**src/rtl/mem_arbiter.sv**
```systemverilog
// mem_arbiter: single-port arbiter and sequencer for the 16384 x 16-bit block
// memory. Shares the memory between instruction fetch (read-only) and the data
// port (read/write). The data port has priority, and a starvation guard
// protects fetch. Read data returns with the memory's one-cycle latency. After
// reset the memory can be zero-filled before any requester is granted.
//
// Ports:
//   clka, rsta          clock, synchronous active-high reset
//   if_req/if_addr      fetch read request and word address
//   if_gnt              fetch accepted this cycle (combinational)
//   if_rvalid/if_rdata  fetch read return (data mirrors mem_douta)
//   dm_req/dm_we/dm_addr/dm_wdata  data request, write flag, address, write value
//   dm_gnt              data accepted this cycle (combinational)
//   dm_rvalid/dm_rdata  data read return (data mirrors mem_douta)
//   busy                high during reset and the clear sweep
//   mem_*               block-memory port A drive and read data
module mem_arbiter #(
  parameter bit          CLEAR_EN     = 1'b1,
  parameter int unsigned CLEAR_DEPTH  = 16384,
  parameter int unsigned STARVE_LIMIT = 4
) (
  input  logic        clka,
  input  logic        rsta,
  input  logic        if_req,
  input  logic [13:0] if_addr,
  output logic        if_gnt,
  output logic        if_rvalid,
  output logic [15:0] if_rdata,
  input  logic        dm_req,
  input  logic        dm_we,
  input  logic [13:0] dm_addr,
  input  logic [15:0] dm_wdata,
  output logic        dm_gnt,
  output logic        dm_rvalid,
  output logic [15:0] dm_rdata,
  output logic        busy,
  output logic        mem_rsta,
  output logic [0:0]  mem_wea,
  output logic [13:0] mem_addra,
  output logic [15:0] mem_dina,
  input  logic [15:0] mem_douta
);

  localparam int unsigned AW = 14;
  localparam int unsigned DW = 16;
  // One bit wider than the address so a full 16384-word sweep can terminate.
  localparam int unsigned CW = 15;
  localparam int unsigned SW = $clog2(STARVE_LIMIT + 1);

  typedef enum logic {
    ST_CLEAR = 1'b0,
    ST_RUN   = 1'b1
  } state_t;

  state_t          r_state;
  state_t          w_state_nxt;
  logic [CW-1:0]   r_clr_cnt;
  logic [CW-1:0]   w_clr_cnt_nxt;
  logic [SW-1:0]   r_starve_cnt;
  logic [SW-1:0]   w_starve_nxt;
  logic            r_if_rvalid;
  logic            r_dm_rvalid;
  logic            w_starved;

  assign w_starved = (r_starve_cnt >= SW'(STARVE_LIMIT));

  // State, sweep counter, starvation counter and read-return flags.
  always_ff @(posedge clka) begin
    if (rsta) begin
      r_state      <= CLEAR_EN ? ST_CLEAR : ST_RUN;
      r_clr_cnt    <= '0;
      r_starve_cnt <= '0;
      r_if_rvalid  <= 1'b0;
      r_dm_rvalid  <= 1'b0;
    end else begin
      r_state      <= w_state_nxt;
      r_clr_cnt    <= w_clr_cnt_nxt;
      r_starve_cnt <= w_starve_nxt;
      r_if_rvalid  <= if_gnt;
      r_dm_rvalid  <= dm_gnt & ~dm_we;
    end
  end

  // Next state, grants and memory drive.
  always_comb begin
    w_state_nxt   = r_state;
    w_clr_cnt_nxt = r_clr_cnt;
    w_starve_nxt  = '0;
    if_gnt        = 1'b0;
    dm_gnt        = 1'b0;
    busy          = 1'b0;
    mem_wea       = 1'b0;
    mem_addra     = '0;
    mem_dina      = '0;

    if (rsta) begin
      busy = 1'b1;
    end else begin
      case (r_state)
        ST_CLEAR: begin
          busy          = 1'b1;
          mem_wea       = 1'b1;
          mem_addra     = r_clr_cnt[AW-1:0];
          mem_dina      = DW'(0);
          w_clr_cnt_nxt = r_clr_cnt + CW'(1);
          if (r_clr_cnt == CW'(CLEAR_DEPTH - 1)) begin
            w_state_nxt = ST_RUN;
          end
        end
        ST_RUN: begin
          // Fetch only overrides a competing data request once starved.
          if (if_req && (!dm_req || w_starved)) begin
            if_gnt    = 1'b1;
            mem_addra = if_addr;
          end else if (dm_req) begin
            dm_gnt    = 1'b1;
            mem_wea   = dm_we;
            mem_addra = dm_addr;
            mem_dina  = dm_wdata;
          end
        end
        default: begin
          w_state_nxt = ST_RUN;
        end
      endcase

      // Count consecutive fetch denials, saturating at the limit.
      if (if_req && !if_gnt) begin
        w_starve_nxt = w_starved ? r_starve_cnt : r_starve_cnt + SW'(1);
      end
    end
  end

  // A read granted just before reset must not report valid during reset.
  assign if_rvalid = r_if_rvalid & ~rsta;
  assign dm_rvalid = r_dm_rvalid & ~rsta;
  assign if_rdata  = mem_douta;
  assign dm_rdata  = mem_douta;
  assign mem_rsta  = rsta;

endmodule

```
**config.mk**
```make
export PLATFORM = sky130hd
export DESIGN_NAME = mem_arbiter
export DESIGN_NICKNAME = d
export VERILOG_FILES = /design/src/rtl/mem_arbiter.sv
export SDC_FILE = /design/constraint.sdc
export NUM_CORES = 1
export LEC_CHECK = 0
export ABC_AREA = 1
export CORE_MARGIN = 4
export CORE_UTILIZATION = 38
export CTS_CLUSTER_SIZE = 40
export DETAILED_ROUTE_END_ITERATION = 10
export PLACE_DENSITY = 0.9
export SYNTH_ARGS = -nofsm -noshare
export SYNTH_HDL_FRONTEND = slang
export SYNTH_SLANG_ARGS = --single-unit
```
**constraint.sdc**
```tcl
create_clock -name clka -period 2.2 [get_ports clka]
set_input_delay 0.44 -clock clka [delete_from_list [all_inputs] [get_ports clka]]
set_output_delay 0.44 -clock clka [all_outputs]
set_load 0.05 [all_outputs]
```
# After elaboration in Yosys (flattened, before gate mapping)
# Index checks and enable logic that the tools add are counted.
[totals] register_bits=21 in_bits=65 out_inout_bits=69 elab_cells=46
[op_classes] n_addsub=2 order_cmp=1 eq_ne=1 mux=24 bitwise_logic=7 n_reduce_logical=6
[ops] cell="two-way mux 16 bit" count=3
[ops] cell="two-way mux 14 bit" count=3
[ops] cell="case mux 16 bit (2 select lines)" count=1
[ops] cell="case mux 14 bit (2 select lines)" count=1
[ops] cell="adder 15 x 1 -> 15 bit, second input constant" count=1
[ops] cell="equality test 15 x 14 -> 1 bit, second input constant" count=1
[ops] cell="two-way mux 1 bit" count=15
[ops] cell="NOT 1 bit" count=4
[ops] cell="adder 3 x 1 -> 3 bit, second input constant" count=1
[ops] cell="AND 1 bit" count=3
[ops] cell="greater-or-equal comparator 3 bit, second input constant" count=1
[ops] cell="logical AND 1 bit" count=2
[ops] cell="logical NOT 1 bit" count=2
[ops] cell="case mux 1 bit (2 select lines)" count=1
[ops] cell="OR reduction 2 bit" count=1
[ops] cell="logical OR 1 bit" count=1

# Logic depth before layout (Yosys ltp)
[logic_depth] ltp_word=10 depth_mapped=8

# Worst setup path after synthesis
# OpenSTA, ideal clock, no wires.
[synth_path] kind="register -> output" startpoint="reg r_state" endpoint="out mem_addra[11]" t_arrival_ps=1798 path_slack_ps=-38 stages_incl_launch_ff=7 n_path_buf=0 path_cell_list="dfxtp_1 inv_4 nor2_8 inv_2 nor2_2 a22oi_1 nand2_1"
[synth_between] elab_chain_cells=3
[synth_rtl] item="start, declared" line="55" source="state_t r_state;"
[synth_rtl] item="start signal, assigned" line="70" source="r_state <= CLEAR_EN ? ST_CLEAR : ST_RUN;"
[synth_rtl] item="start signal, assigned" line="76" source="r_state <= w_state_nxt;"
[synth_rtl] item="NOT 1 bit"
[synth_rtl] item="case mux 14 bit (2 select lines) *" line="99" source="case (r_state)"
[synth_rtl] item="two-way mux 14 bit *" line="96" source="if (rsta) begin"
[synth_rtl] item="end, declared" line="39" source="output logic [13:0] mem_addra,"
# Mark *: on every way between the ends. The rest lies on a longest branch, timed or not.

# Worst setup path after layout
[layout_path] startpoint="in dm_req" endpoint="out mem_addra[0]"
[layout_between] elab_chain_cells=6 elab_cells_between_ends=7
[layout_rtl] item="start, declared" line="29" source="input logic dm_req,"
[layout_rtl] item="logical NOT 1 bit" line="112" source="if (if_req && (!dm_req || w_starved)) begin"
[layout_rtl] item="logical OR 1 bit" line="112"
[layout_rtl] item="logical AND 1 bit" line="112"
[layout_rtl] item="two-way mux 14 bit *" line="112"
[layout_rtl] item="case mux 14 bit (2 select lines) *" line="99"
[layout_rtl] item="two-way mux 14 bit *" line="96"
# Marked as above.

==> reports/metrics.cfg <==
[outcome]
run_status = finished, final reports clean

[cts]
tritoncts.num_buffers = 3
cts.clk_slew.worst_paths_ps = 80
clock_tree.htree_level_count = 1
clk-insertion-delay-late_ps = 260
cts-root-to-sink-buffers = 2
cts-hold-fix-buffers = 0
cts.root.buffer_cell = sky130_fd_sc_hd__clkbuf_8
cts_tree = built
clkSinkCount = 21

[worst_hold_path]
worstHoldPathType = flip-flop to flip-flop

[detailed_routing]
initial_detailed_routing_violation_count = 312
drtAntennaViolNets = 0
drc = 0
detailroute.via_count = 2038
detailedRoute.firstPassIterationCount = 4
via_per_inst = 4.718
wl_per_cell_um = 12.70
finalWirelength_um = 5486

[timing]
report.final.slew_viol_count = 0
timing_hold_violations_final = 0
report.final.setup_viol = 0
final.setup_skew_ps = 1.505
max_fclk_ghz = 0.4834
slew_headroom = 0.7877
least_margin_pin_slew_ps = 316.0
setup_tns_final_ps = 0
final_period_minus_worst_setup_slack_ps = 2069
fraction_of_the_cycle_the_final_worst_path_needs = 0.9402
setup_repair_after_global_routing_missed_its_margin = no
setup_ws_ps = 131.5

[logic_synthesis]
synthesis.yosys.warnings = 0
synth_common_cells = sky130_fd_sc_hd__nand2_1, sky130_fd_sc_hd__nor2_1, sky130_fd_sc_hd__inv_1, sky130_fd_sc_hd__buf_4, sky130_fd_sc_hd__nand3_1
yosysTopAreaCell = sky130_fd_sc_hd__dfxtp_1
synthesized_area_divided_by_synthesized_cell_count_um2 = 6.020
synth_seq_cells = 21
synth.most_common_cell = sky130_fd_sc_hd__nand2_1
post_synth_main_area_contributors = sky130_fd_sc_hd__dfxtp_1, sky130_fd_sc_hd__nand2_1, sky130_fd_sc_hd__buf_4, sky130_fd_sc_hd__nor2_1, sky130_fd_sc_hd__inv_1
synth_enable_flop_cells = 0
ffs_w_async_s_r_synth = 0
synthesis.instances = 307
synthDistinctLibCells = 28
synth_sequential_area_ratio = 0.2275
syn_std_cell_area_um2 = 1848
ys.flop_type = sky130_fd_sc_hd__dfxtp_1
synthDominantCellAreaShare = 0.2275
synth_nets = 375

[worst_setup_path]
start_kind = input port
crit_required_ps = 1760
slowest_delay_ps = 270
critical_path_peak_fanout = 6
critPathSlowestCell = sky130_fd_sc_hd__dlygate4sd2_1
worst-endpoint-arrival_ps = 1630
critical_path.cell_chain = dlygate4sd2_1, a21boi_4, buf_6, nand2_1, nand2_1, a21oi_1, nor2_1, buf_12
critical-path-top-cell-by-count = sky130_fd_sc_hd__nand2_1
timing.critical_path.to_type = primary output
timing_worst_setup_path_type = input port to primary output

[finish]
synthesis_to_layout_area_growth_pct = 65.06
post_route_cells_drive_above_1_share = 0.2329
antenna_cells = 0
fin_nets = 434
num-fill-cells = 383
design_area_um2 = 3050

[grt]
number_of_antenna_violations_at_the_first_check_in_global_routing = 0
maximum_number_of_pins_on_one_net_before_global_route_repair = 24
via_count_of_the_first_global_routing_pass = 1977
grt_pass1_wl_um = 9218
grt_util_all_layers = 0.1864
globalRoute.busiestLayer = met2
grt_use_met2 = 0.3322
global_route.usage.met1 = 0.2238
global_route.usage.met3 = 0.03132
gr-total-overflow = 0

[floorplanning]
site_rows = 25
core_area_um2 = 4723
pin_count = 134
initial_core_util = 0.3913
design.die.area_um2 = 6043
die-height_um = 77.74
die_width_um = 77.74

[place]
port_buffers = 85
dpl_cell_area_um2 = 2950
pre_cts_slack_ps = -157.3
place_congestion = 0.9327
detailed_placement_wirelength_estimate_um = 4337

[run]
max_cap_viol_count = 0

[power_and_ir_drop]
power-per-cell-area_nw_per_um2 = 281.4
max-vdd-ir-drop_mv = 0.1902
total_leakage_power_nw = 1.331

[where the power goes]
part | leakage [nW] | total (W) | internal, W | switching [W]
clock network | 0.0255 | 0.000260 | 0.000126 | 0.000133
logic | 1.14 | 0.000205 | 0.000119 | 0.0000852
registers | 0.171 | 0.000394 | 0.000386 | 0.00000756
[cell families after synthesis]
group / Yosys count / share of synthesized area
compound gates: 27 / 0.08464
fa+ha+maj: 3 / 0.02031
buf+inv: 85 / 0.2566
flops: 21 / 0.2275
simple gates: 171 / 0.4110
[placed cells by master, fill, tap and decap left out, drive strengths merged]
cell,n
buf,48
nor3,6
clkinv,1
a22oi,1
nand3,25
ha,3
nand4,4
clkdlybuf4s50,45
nor2,49
nand2,84
o21ai,12
a21oi,11
a21boi,1
o211ai,1
o21bai,1
or2,1
inv,43
clkbuf,3
dfxtp,21
dlygate4sd2,3
nor2b,1
nor3b,1
[final timing paths]
path                                   endpoint  slack, ps       startpoint  depth (start not counted)
worst min-delay path            r_starve_cnt[0]        500  r_starve_cnt[0]                          2
worst max register to register     r_clr_cnt[8]        750     r_clr_cnt[0]                          6
worst min register to register  r_starve_cnt[0]        500  r_starve_cnt[0]                          2
worst max-delay path               mem_addra[0]        130           dm_req                          8
[through the flow]
| stage | hold slack (ps) | power, W | utilization | cells |
|---|---|---|---|---|
| floorplan | 461.0 | 0.0006274 | - | 307 |
| global placement | 469.4 | 0.0005970 | 0.6246 | 427 |
| detailed placement | 489.5 | 0.0006028 | 0.6246 | 427 |
| CTS | 501.8 | 0.0008627 | 0.6456 | 432 |
| global route | 527.5 | 0.0008939 | 0.6458 | 432 |
| finish | 497.7 | 0.0008583 | 0.6458 | 432 |
[layer usage]
metal / wire length, um / up-vias / part of all wire
met5: 0 / - / 0
met4: 72 / 0 / 0.013
met3: 552 / 11 / 0.10
met2: 2742 / 103 / 0.50
met1: 2118 / 897 / 0.39
li1: - / 1027 / -
[critical path, delay by kind of cell]
family / cells / cell delay, ps
and+or+nand+nor: 3 / 280
AOI/OAI and AO/OA: 2 / 290
buffers and inverters: 3 / 610
[final cells by class]
cell class / instances / area, um^2 / share of cell area
well taps: 67 / 83.83 / 0.02748
clock inverters: 1 / 5.005 / 0.001641
clock buffers: 3 / 41.29 / 0.01354
flip-flops and latches: 21 / 421.7 / 0.1382
repair buffers: 96 / 1329 / 0.4356
multi-input cells: 201 / 1001 / 0.3281
inverters: 43 / 168.9 / 0.05537
[sequential cells by signal, summed over array words and instances (netlist names)]
name and flops:
r_if_rvalid 1, r_clr_cnt 15, r_starve_cnt 3, r_state 1
r_dm_rvalid 1
[what timing repair did]
item / in CTS / in global routing
gates resized for setup: 23 / 1
pin swaps: 2 / 1
gates cloned: 1 / 0
setup endpoints to repair: 31 / 2
buffers inserted: 0 / 0
(Power assumes the default switching activity.)
